==> src/rtl/bsg_fifos_to_axil.sv <==
// bsg_fifos_to_axil: AXI-Lite manager driven by a request FIFO; each write response or read data
// becomes one response FIFO entry. Define BSG_FIFOS_TO_AXIL_PERF_EN for completed write/read counters.

module bsg_fifos_to_axil_fifo #(
  parameter int width_p = 8,
  parameter int els_p   = 2
) (
  input  logic               clk,
  input  logic               reset,
  output logic               ready,
  input  logic               enq,
  input  logic [width_p-1:0] enq_data,
  output logic               valid,
  output logic [width_p-1:0] deq_data,
  input  logic               deq
);
  localparam int ptr_w = (els_p > 1) ? $clog2(els_p) : 1;
  localparam int cnt_w = $clog2(els_p + 1);

  logic [width_p-1:0] mem [els_p];
  logic [ptr_w-1:0]   rd_ptr, wr_ptr;
  logic [cnt_w-1:0]   count;
  logic               do_enq, do_deq;

  assign ready    = (count != cnt_w'(els_p));
  assign valid    = (count != '0);
  assign deq_data = mem[rd_ptr];
  assign do_enq   = enq & ready;
  assign do_deq   = deq & valid;

  function automatic logic [ptr_w-1:0] bump(input logic [ptr_w-1:0] p);
    return (p == ptr_w'(els_p - 1)) ? '0 : p + ptr_w'(1);
  endfunction

  always_ff @(posedge clk) begin
    if (do_enq) mem[wr_ptr] <= enq_data;
  end

  always_ff @(posedge clk) begin
    if (reset) begin
      rd_ptr <= '0;
      wr_ptr <= '0;
      count  <= '0;
    end else begin
      if (do_enq) wr_ptr <= bump(wr_ptr);
      if (do_deq) rd_ptr <= bump(rd_ptr);
      count <= count + cnt_w'(do_enq) - cnt_w'(do_deq);
    end
  end
endmodule

module bsg_fifos_to_axil #(
  parameter  int req_els_p = 4,
  parameter  int rsp_els_p = 2,
  localparam int axil_mosi_bus_width_lp = 111,
  localparam int axil_miso_bus_width_lp = 41
) (
  input  logic                              clk_i,
  input  logic                              reset_i,
  input  logic                              req_v_i,
  output logic                              req_ready_o,
  input  logic                              req_we_i,
  input  logic [31:0]                       req_addr_i,
  input  logic [31:0]                       req_data_i,
  input  logic [3:0]                        req_wstrb_i,
  output logic                              rsp_v_o,
  input  logic                              rsp_yumi_i,
  output logic                              rsp_we_o,
  output logic [31:0]                       rsp_data_o,
  output logic [1:0]                        rsp_resp_o,
  output logic [axil_mosi_bus_width_lp-1:0] m_axil_bus_o,
  input  logic [axil_miso_bus_width_lp-1:0] m_axil_bus_i,
  output logic [31:0]                       wr_count_o,
  output logic [31:0]                       rd_count_o
);
  localparam logic [2:0] E_IDLE    = 3'd0;
  localparam logic [2:0] E_WR      = 3'd1;
  localparam logic [2:0] E_WR_RESP = 3'd2;
  localparam logic [2:0] E_RD      = 3'd3;
  localparam logic [2:0] E_RD_DATA = 3'd4;

  logic [2:0]  state_r, state_n;
  logic        aw_done_r, w_done_r;
  logic [31:0] addr_r, wdata_r;
  logic [3:0]  wstrb_r;

  logic        req_fifo_v, pop;
  logic [68:0] req_fifo_data;

  bsg_fifos_to_axil_fifo #(.width_p(69), .els_p(req_els_p)) req_fifo (
    .clk(clk_i), .reset(reset_i), .ready(req_ready_o), .enq(req_v_i),
    .enq_data({req_we_i, req_addr_i, req_data_i, req_wstrb_i}),
    .valid(req_fifo_v), .deq_data(req_fifo_data), .deq(pop)
  );

  // Bundles use the bsg field order: mosi {aw, w, bready, ar, rready}, miso {awready, wready, b, arready, r}.
  // Handshake rule: a transfer happens on a rising edge where valid and ready are both high; a
  // raised valid holds its payload until that edge.
  logic        awready, wready, bvalid, arready, rvalid;
  logic [1:0]  bresp, rresp;
  logic [31:0] rdata;
  logic        awvalid, wvalid, bready, arvalid, rready;

  assign {awready, wready, bresp, bvalid, arready, rdata, rresp, rvalid} = m_axil_bus_i;

  assign awvalid = (state_r == E_WR) & ~aw_done_r;
  assign wvalid  = (state_r == E_WR) & ~w_done_r;
  assign bready  = (state_r == E_WR_RESP);
  assign arvalid = (state_r == E_RD);
  assign rready  = (state_r == E_RD_DATA);

  assign m_axil_bus_o = {addr_r, 3'b000, awvalid, wdata_r, wstrb_r, wvalid, bready,
                         addr_r, 3'b000, arvalid, rready};

  logic aw_done_n, w_done_n, wr_both;
  assign aw_done_n = aw_done_r | (awvalid & awready);
  assign w_done_n  = w_done_r  | (wvalid & wready);
  assign wr_both   = aw_done_n & w_done_n;

  logic        b_hs, r_hs, rsp_enq, rsp_fifo_ready;
  logic [34:0] rsp_entry;
  assign b_hs      = bready & bvalid;
  assign r_hs      = rready & rvalid;
  assign rsp_enq   = b_hs | r_hs;
  assign rsp_entry = b_hs ? {1'b1, bresp, 32'h0} : {1'b0, rresp, rdata};

  // A pop requires response space and only one transaction is in flight, so rsp_enq never meets a full FIFO.
  bsg_fifos_to_axil_fifo #(.width_p(35), .els_p(rsp_els_p)) rsp_fifo (
    .clk(clk_i), .reset(reset_i), .ready(rsp_fifo_ready), .enq(rsp_enq),
    .enq_data(rsp_entry), .valid(rsp_v_o),
    .deq_data({rsp_we_o, rsp_resp_o, rsp_data_o}), .deq(rsp_yumi_i)
  );

  always_comb begin
    state_n = state_r;
    pop     = 1'b0;
    case (state_r)
      E_IDLE: begin
        if (req_fifo_v & rsp_fifo_ready) begin
          pop     = 1'b1;
          state_n = req_fifo_data[68] ? E_WR : E_RD;
        end
      end
      E_WR:      if (wr_both) state_n = E_WR_RESP;
      E_WR_RESP: if (bvalid)  state_n = E_IDLE;
      E_RD:      if (arready) state_n = E_RD_DATA;
      E_RD_DATA: if (rvalid)  state_n = E_IDLE;
      default:   state_n = E_IDLE;
    endcase
  end

  always_ff @(posedge clk_i) begin
    if (reset_i) begin
      state_r   <= E_IDLE;
      aw_done_r <= 1'b0;
      w_done_r  <= 1'b0;
      addr_r    <= '0;
      wdata_r   <= '0;
      wstrb_r   <= '0;
    end else begin
      state_r <= state_n;
      if (state_r == E_WR) begin
        aw_done_r <= wr_both ? 1'b0 : aw_done_n;
        w_done_r  <= wr_both ? 1'b0 : w_done_n;
      end
      if (pop) begin
        addr_r  <= req_fifo_data[67:36];
        wdata_r <= req_fifo_data[35:4];
        wstrb_r <= req_fifo_data[3:0];
      end
    end
  end

`ifdef BSG_FIFOS_TO_AXIL_PERF_EN
  logic [31:0] wr_count_r, rd_count_r;

  always_ff @(posedge clk_i) begin
    if (reset_i) begin
      wr_count_r <= '0;
      rd_count_r <= '0;
    end else begin
      if (b_hs) wr_count_r <= wr_count_r + 32'd1;
      if (r_hs) rd_count_r <= rd_count_r + 32'd1;
    end
  end

  assign wr_count_o = wr_count_r;
  assign rd_count_o = rd_count_r;
`else
  assign wr_count_o = 32'h0;
  assign rd_count_o = 32'h0;
`endif
endmodule

==> config.mk <==
export PLATFORM = sky130hd
export DESIGN_NAME = bsg_fifos_to_axil
export DESIGN_NICKNAME = d
export VERILOG_FILES = /design/src/rtl/bsg_fifos_to_axil.sv
export SDC_FILE = /design/constraint.sdc
export NUM_CORES = 1
export LEC_CHECK = 0
export ABC_CLOCK_PERIOD_IN_PS = 4000
export CORE_ASPECT_RATIO = 0.6
export CORE_MARGIN = 3
export CORE_UTILIZATION = 52
export DETAILED_ROUTE_END_ITERATION = 7
export PLACE_DENSITY = 0.88
export SLEW_MARGIN = 20
export SYNTH_ARGS = -nofsm -noshare
export SYNTH_HDL_FRONTEND = slang
export SYNTH_SLANG_ARGS = --single-unit
==> constraint.sdc <==
create_clock -name clk_i -period 4 [get_ports clk_i]
set_clock_uncertainty 0.15 [all_clocks]
set_input_delay 0.4 -clock clk_i [delete_from_list [all_inputs] [get_ports clk_i]]
set_output_delay 0.4 -clock clk_i [all_outputs]
set_load 0.05 [all_outputs]
-- Word level (Yosys, flattened, before mapping)
Memories as Yosys holds them, arrays and structs flattened. A register that Yosys moved wholly into a read port is not among the register bits.
Cells that the tools add are included.
- add/sub/neg operators: 8
- equality and inequality tests: 13
- muxes and demuxes: 24
- bitwise operators: 17
- reduce and logical (&&, ||, !) cells: 4
- operator list (kind ; number):
    35-bit 2-to-1 mux ; 1
    3-bit 2-to-1 mux ; 5
    3-bit one-hot mux with 5 select lines ; 1
    1-bit AND ; 12
    1-bit 2-to-1 mux ; 12
    2-bit != test, second input constant ; 6
    2-bit 2-to-1 mux ; 5
    3-bit by 2-bit == test with 1-bit output, second input constant ; 2
    5-bit AND reduction ; 1
    2-bit by 1-bit adder with 2-bit output, second input constant ; 2
    2-bit == test, second input constant ; 2
    3-bit by 1-bit adder with 3-bit output ; 1
    3-bit by 1-bit == test with 1-bit output, second input constant ; 1
    3-bit == test, second input constant ; 1
    3-bit logical NOT ; 1
    3-bit != test, second input constant ; 1
    1-bit bitwise OR ; 3
    3-bit nonzero test ; 1
    3-bit by 1-bit subtractor with 3-bit output ; 1
    1-bit adder, second input constant ; 2
    2-bit by 1-bit adder with 2-bit output ; 1
    1-bit inverter ; 2
    2-bit nonzero test ; 1
    2-bit by 1-bit subtractor with 2-bit output ; 1
- flip-flop bits (word level): 84
- bits in writable memories: 346
- input port bits: 114
- word-level logic and storage cells: 80
- memories: 2
- memory list (memory ; words ; bits a word ; rd ports ; clocked after Yosys merged registers in ; write ports ; RTL line ; RTL):
    req_fifo.mem ; 4 ; 69 ; 1 ; 1 ; 1 ; 20 ; logic [width_p-1:0] mem [els_p];
    rsp_fifo.mem ; 2 ; 35 ; 1 ; 1 ; 1 ; 20 ;

-- Depth between registers and ports, before layout
- word-level depth: 7
- depth in mapped cells: 12

-- By module
From an unflattened synthesis, not the netlist that was laid out.
- cells, all modules: 1033
- area, all modules: 16872.4 sq um
- by module, submodules not included (module ; instances ; cells an instance ; area each (sq um)):
    bsg_fifos_to_axil_fifo (req_fifo) ; 1 ; 410 ; 10417.5
    bsg_fifos_to_axil ; 1 ; 485 ; 3681.0
    bsg_fifos_to_axil_fifo (rsp_fifo) ; 1 ; 138 ; 2773.9

-- Worst setup path before layout
No wires, ideal clock.
- kind: register to register
- start point: register req_fifo.count[1]
- end point: memory req_fifo.mem[0][0], enable pin
- setup time: 0.435 ns
- arrival time: 2.787 ns
- setup slack: 0.628 ns
- stages on the path, launching flop included: 4
- buffers on the path: 1
- clock period less this slack: 3.372 ns
- cell sequence: dfxtp_1 -> or3b_1 -> clkbuf_1 -> and3_1
- word-level cells in the longest chain between the ends: 4
- RTL lines (what ; RTL line ; RTL):
    start, declared ; 22 ; logic [cnt_w-1:0] count;
    start signal, assigned ; 47 ; count <= count + cnt_w'(do_enq) - cnt_w'(do_deq);
    3-bit != test ; 25 ; assign ready = (count != cnt_w'(els_p));
    named net req_ready_o ; 61 ; output logic req_ready_o,
    1-bit AND ; 28 ; assign do_enq = enq & ready;
    1-bit 2-to-1 mux ; 36 ; if (do_enq) mem[wr_ptr] <= enq_data;
    1-bit 2-to-1 mux (not written as such) ; 36 ;
    end, declared ; 20 ;
The timed path passes the listed nets, and every way through them passes these cells.

==> metrics <==
Buf+Inv Stages, Crit Path 2; worst vdd ir 0.000779 V; drt total wl 35900 µm; outcome complete, no violations; clock power share 0.237; die area 0.0348 mm²; GRT overflow 0; routed vias/inst 5.38; number of global-route vias before repair 9410; switching part of the total power 0.382; Post-synth ARST share 0; Worst Max-Slew Pin Slew 1.08 ns; worst-path cell chain buf_4 > mux2_2 > clkdlybuf4s50_1; post-route antenna net violation count 0; Pre-Repair DR Iteration Count 5; Final Core Density 0.656; Final Hold Fails 0; sequential group share of total power 0.377; Achievable Freq 298 MHz; unrepaired setup endpoints after global routing false; clk_lat worst skew 0.54 ns; DRC errors left 0; CP arrival 2.80 ns; Avg Cell Area, Syn 16.4 µm²; slowest cell on the critical path dfxtp_1; Syn Inst Count 1033; Starting Density 0.536; post-synth top area share 0.614; max incr delay on CP 0.74 ns; max-slew violations 0; Max-cap violations 0; setup TNS 0 ns; Startpoint Class flop; library cells used by synthesis 46; Post-CTS Setup Repair Bufs 0; critical-path maximum fanout 21; leakage power 6.95 nW; clock sink total 433; post-synthesis sequential area ratio 0.717; DRT iter0 DRCs 750; YS warnings 0; Area Growth Syn to Fin 22.5%; Die X-Extent 239 µm; Commonest cells post-synth 346 x edfxtp_1, 146 x nand2_1, 115 x buf_4; Worst Path Required 3.45 ns; Gate power share 0.386; antenna violations before repair 5; share of cells above drive strength 1 0.140; most frequent cell after synthesis edfxtp_1; first-pass GRT wire length 54900 µm; Post-synth EDFFs 346; Pint 10.1 mW; final critical-path share of the clock period 0.838; Clock transition at path regs 0.06 ns; # port buffers 255; count of final setup violators 0; # rows 50; # hold bufs at CTS 0; delay-heaviest family, CP buffers and inverters; Critical Setup Path Class reg -> out; WL/cell 21.2 µm; Hold Path Class reg -> reg; I/O pin count 326; layout net count 1373; Bufs on Longest Clock Path 3; Switching Power 6.26 mW; minimum clock period 3.35 ns; Final HPWL DP 21700 µm; ranking of synthesized cells by area edfxtp_1 61%, dfxtp_1 10%, mux4_2 8.1%, buf_4 5.1%, nand2_1 3.2%; CTS tree yes; die height 146 µm; crit end category output pin; most common flop cell mapped by yosys edfxtp_1; power per cell area 790 mW/mm²; Post-Syn Area 0.0169 mm²; H-tree depth 2; total track usage 0.204; Root Driver clkbuf_16; Yosys reg bits 433; relative slew slack 0.279; cell taking the most area after synthesis edfxtp_1; # resized after CTS 0; CTS Buf Count 39; largest net degree at the start of global routing 90; RePlAce Congestion 0.763; DR vias 9133; Core Area 0.0316 mm²
-- area by class of cell --
type / instances / area [µm²]
antenna: 2 / 5.00
clock buffer: 53 / 1080
clock inverter: 18 / 250
fill: 2120 / 10900
inverter: 6 / 22.5
multi-input combinational: 503 / 4000
sequential: 433 / 12100
tap: 416 / 520
timing repair buffer: 267 / 2710
-- flip-flops by register name, indices dropped and copies added (netlist names), named ones only --
| register | cells |
|---|---|
| req_fifo.mem | 276 |
| rsp_fifo.mem | 70 |
| addr_r | 32 |
| wdata_r | 32 |
| wstrb_r | 4 |
| req_fifo.count | 3 |
| state_r | 3 |
| req_fifo.rd_ptr | 2 |
| req_fifo.wr_ptr | 2 |
| rsp_fifo.count | 2 |
| aw_done_r | 1 |
| rsp_fifo.rd_ptr | 1 |
| rsp_fifo.wr_ptr | 1 |
| w_done_r | 1 |
-- cell families (layout without fill, tap and decap cells) --
family                   Yosys count  count (layout)  share of synthesized area
other                              1              72                   0.000222
AND/OR/NAND/NOR                  226             226                     0.0628
buffers and inverters            166             344                     0.0651
XOR/XNOR                           6               6                    0.00311
multiplexers                     108             108                      0.119
AO/OA/AOI/OAI                     84              84                     0.0254
flip-flops                       433             433                      0.717
adder cells (fa/ha/maj)            9               9                    0.00710
-- through the flow --
stage / total power [mW] / setup slack, ns / area [µm²] / instances / hold slack [ns]
after floorplan: 10.8 / 0.628 / 17200 / 1102 / 0.312
after global placement: 12.4 / 1.29 / 19300 / 1622 / 0.293
after detailed placement: 12.6 / 1.24 / 19300 / 1622 / 0.298
after CTS: 16.5 / 0.618 / 20600 / 1693 / 0.307
after global routing: 17.1 / 0.550 / 20700 / 1698 / 0.326
final: 16.4 / 0.646 / 20700 / 1698 / 0.306
-- per-layer routing --
metal  GRT usage  wire [µm]  part of all wire  vias to the layer above
li1            -          -                 -                     4095
met1       0.271      14900              0.41                     4653
met2       0.344      17900              0.50                      311
met3      0.0475       2350             0.065                       68
met4      0.0534        799             0.022                        6
met5           0         39            0.0011                        -
-- worst min-delay path, delay by kind of cell, from the launching register on --
family / cells / cell delay [ns]
flip-flops: 1 / 0.31
AND/OR/NAND/NOR: 1 / 0.05
AO/OA/AOI/OAI: 1 / 0.05
-- path summary, 6_finish.rpt --
kind	from	to	slack, ns	depth (start not counted)
hold reg to reg	wdata_r[19]	wdata_r[19]	0.31	2
setup reg to reg	state_r[0]	wdata_r[31]	1.49	5
hold / removal	wdata_r[19]	wdata_r[19]	0.31	2
setup / recovery	flop	rsp_data_o[5]	0.65	3
-- cell usage in the layout, fill, tap and decap left out, drive strengths merged, types with 3 or more instances in the layout --
cell | synthesis | routed
nand2b | 5 | 5
and3 | 5 | 5
xnor2 | 5 | 5
bufinv | 0 | 6
o21ai | 3 | 3
edfxtp | 346 | 346
clkinv | 0 | 8
ha | 8 | 8
mux2 | 37 | 37
nor3b | 4 | 4
inv | 6 | 9
conb | 1 | 70
mux4 | 69 | 69
nand2 | 146 | 146
nor2 | 7 | 7
nor3 | 4 | 4
buf | 143 | 13
clkbuf | 17 | 53
nor2b | 40 | 40
clkdlybuf4s50 | 0 | 254
dfxtp | 87 | 87
or3 | 3 | 3
a21oi | 77 | 77
-- power groups by stage --
stage	sequential [mW]	clock, mW	combinational (mW)
after detailed placement	6.28	0	6.30
after global placement	6.22	0	6.17
after global routing	6.25	4.17	6.65
after CTS	6.19	3.97	6.33
after floorplan	7.15	0	3.67
final	6.17	3.89	6.31
Power figures use the tool's default switching activity.
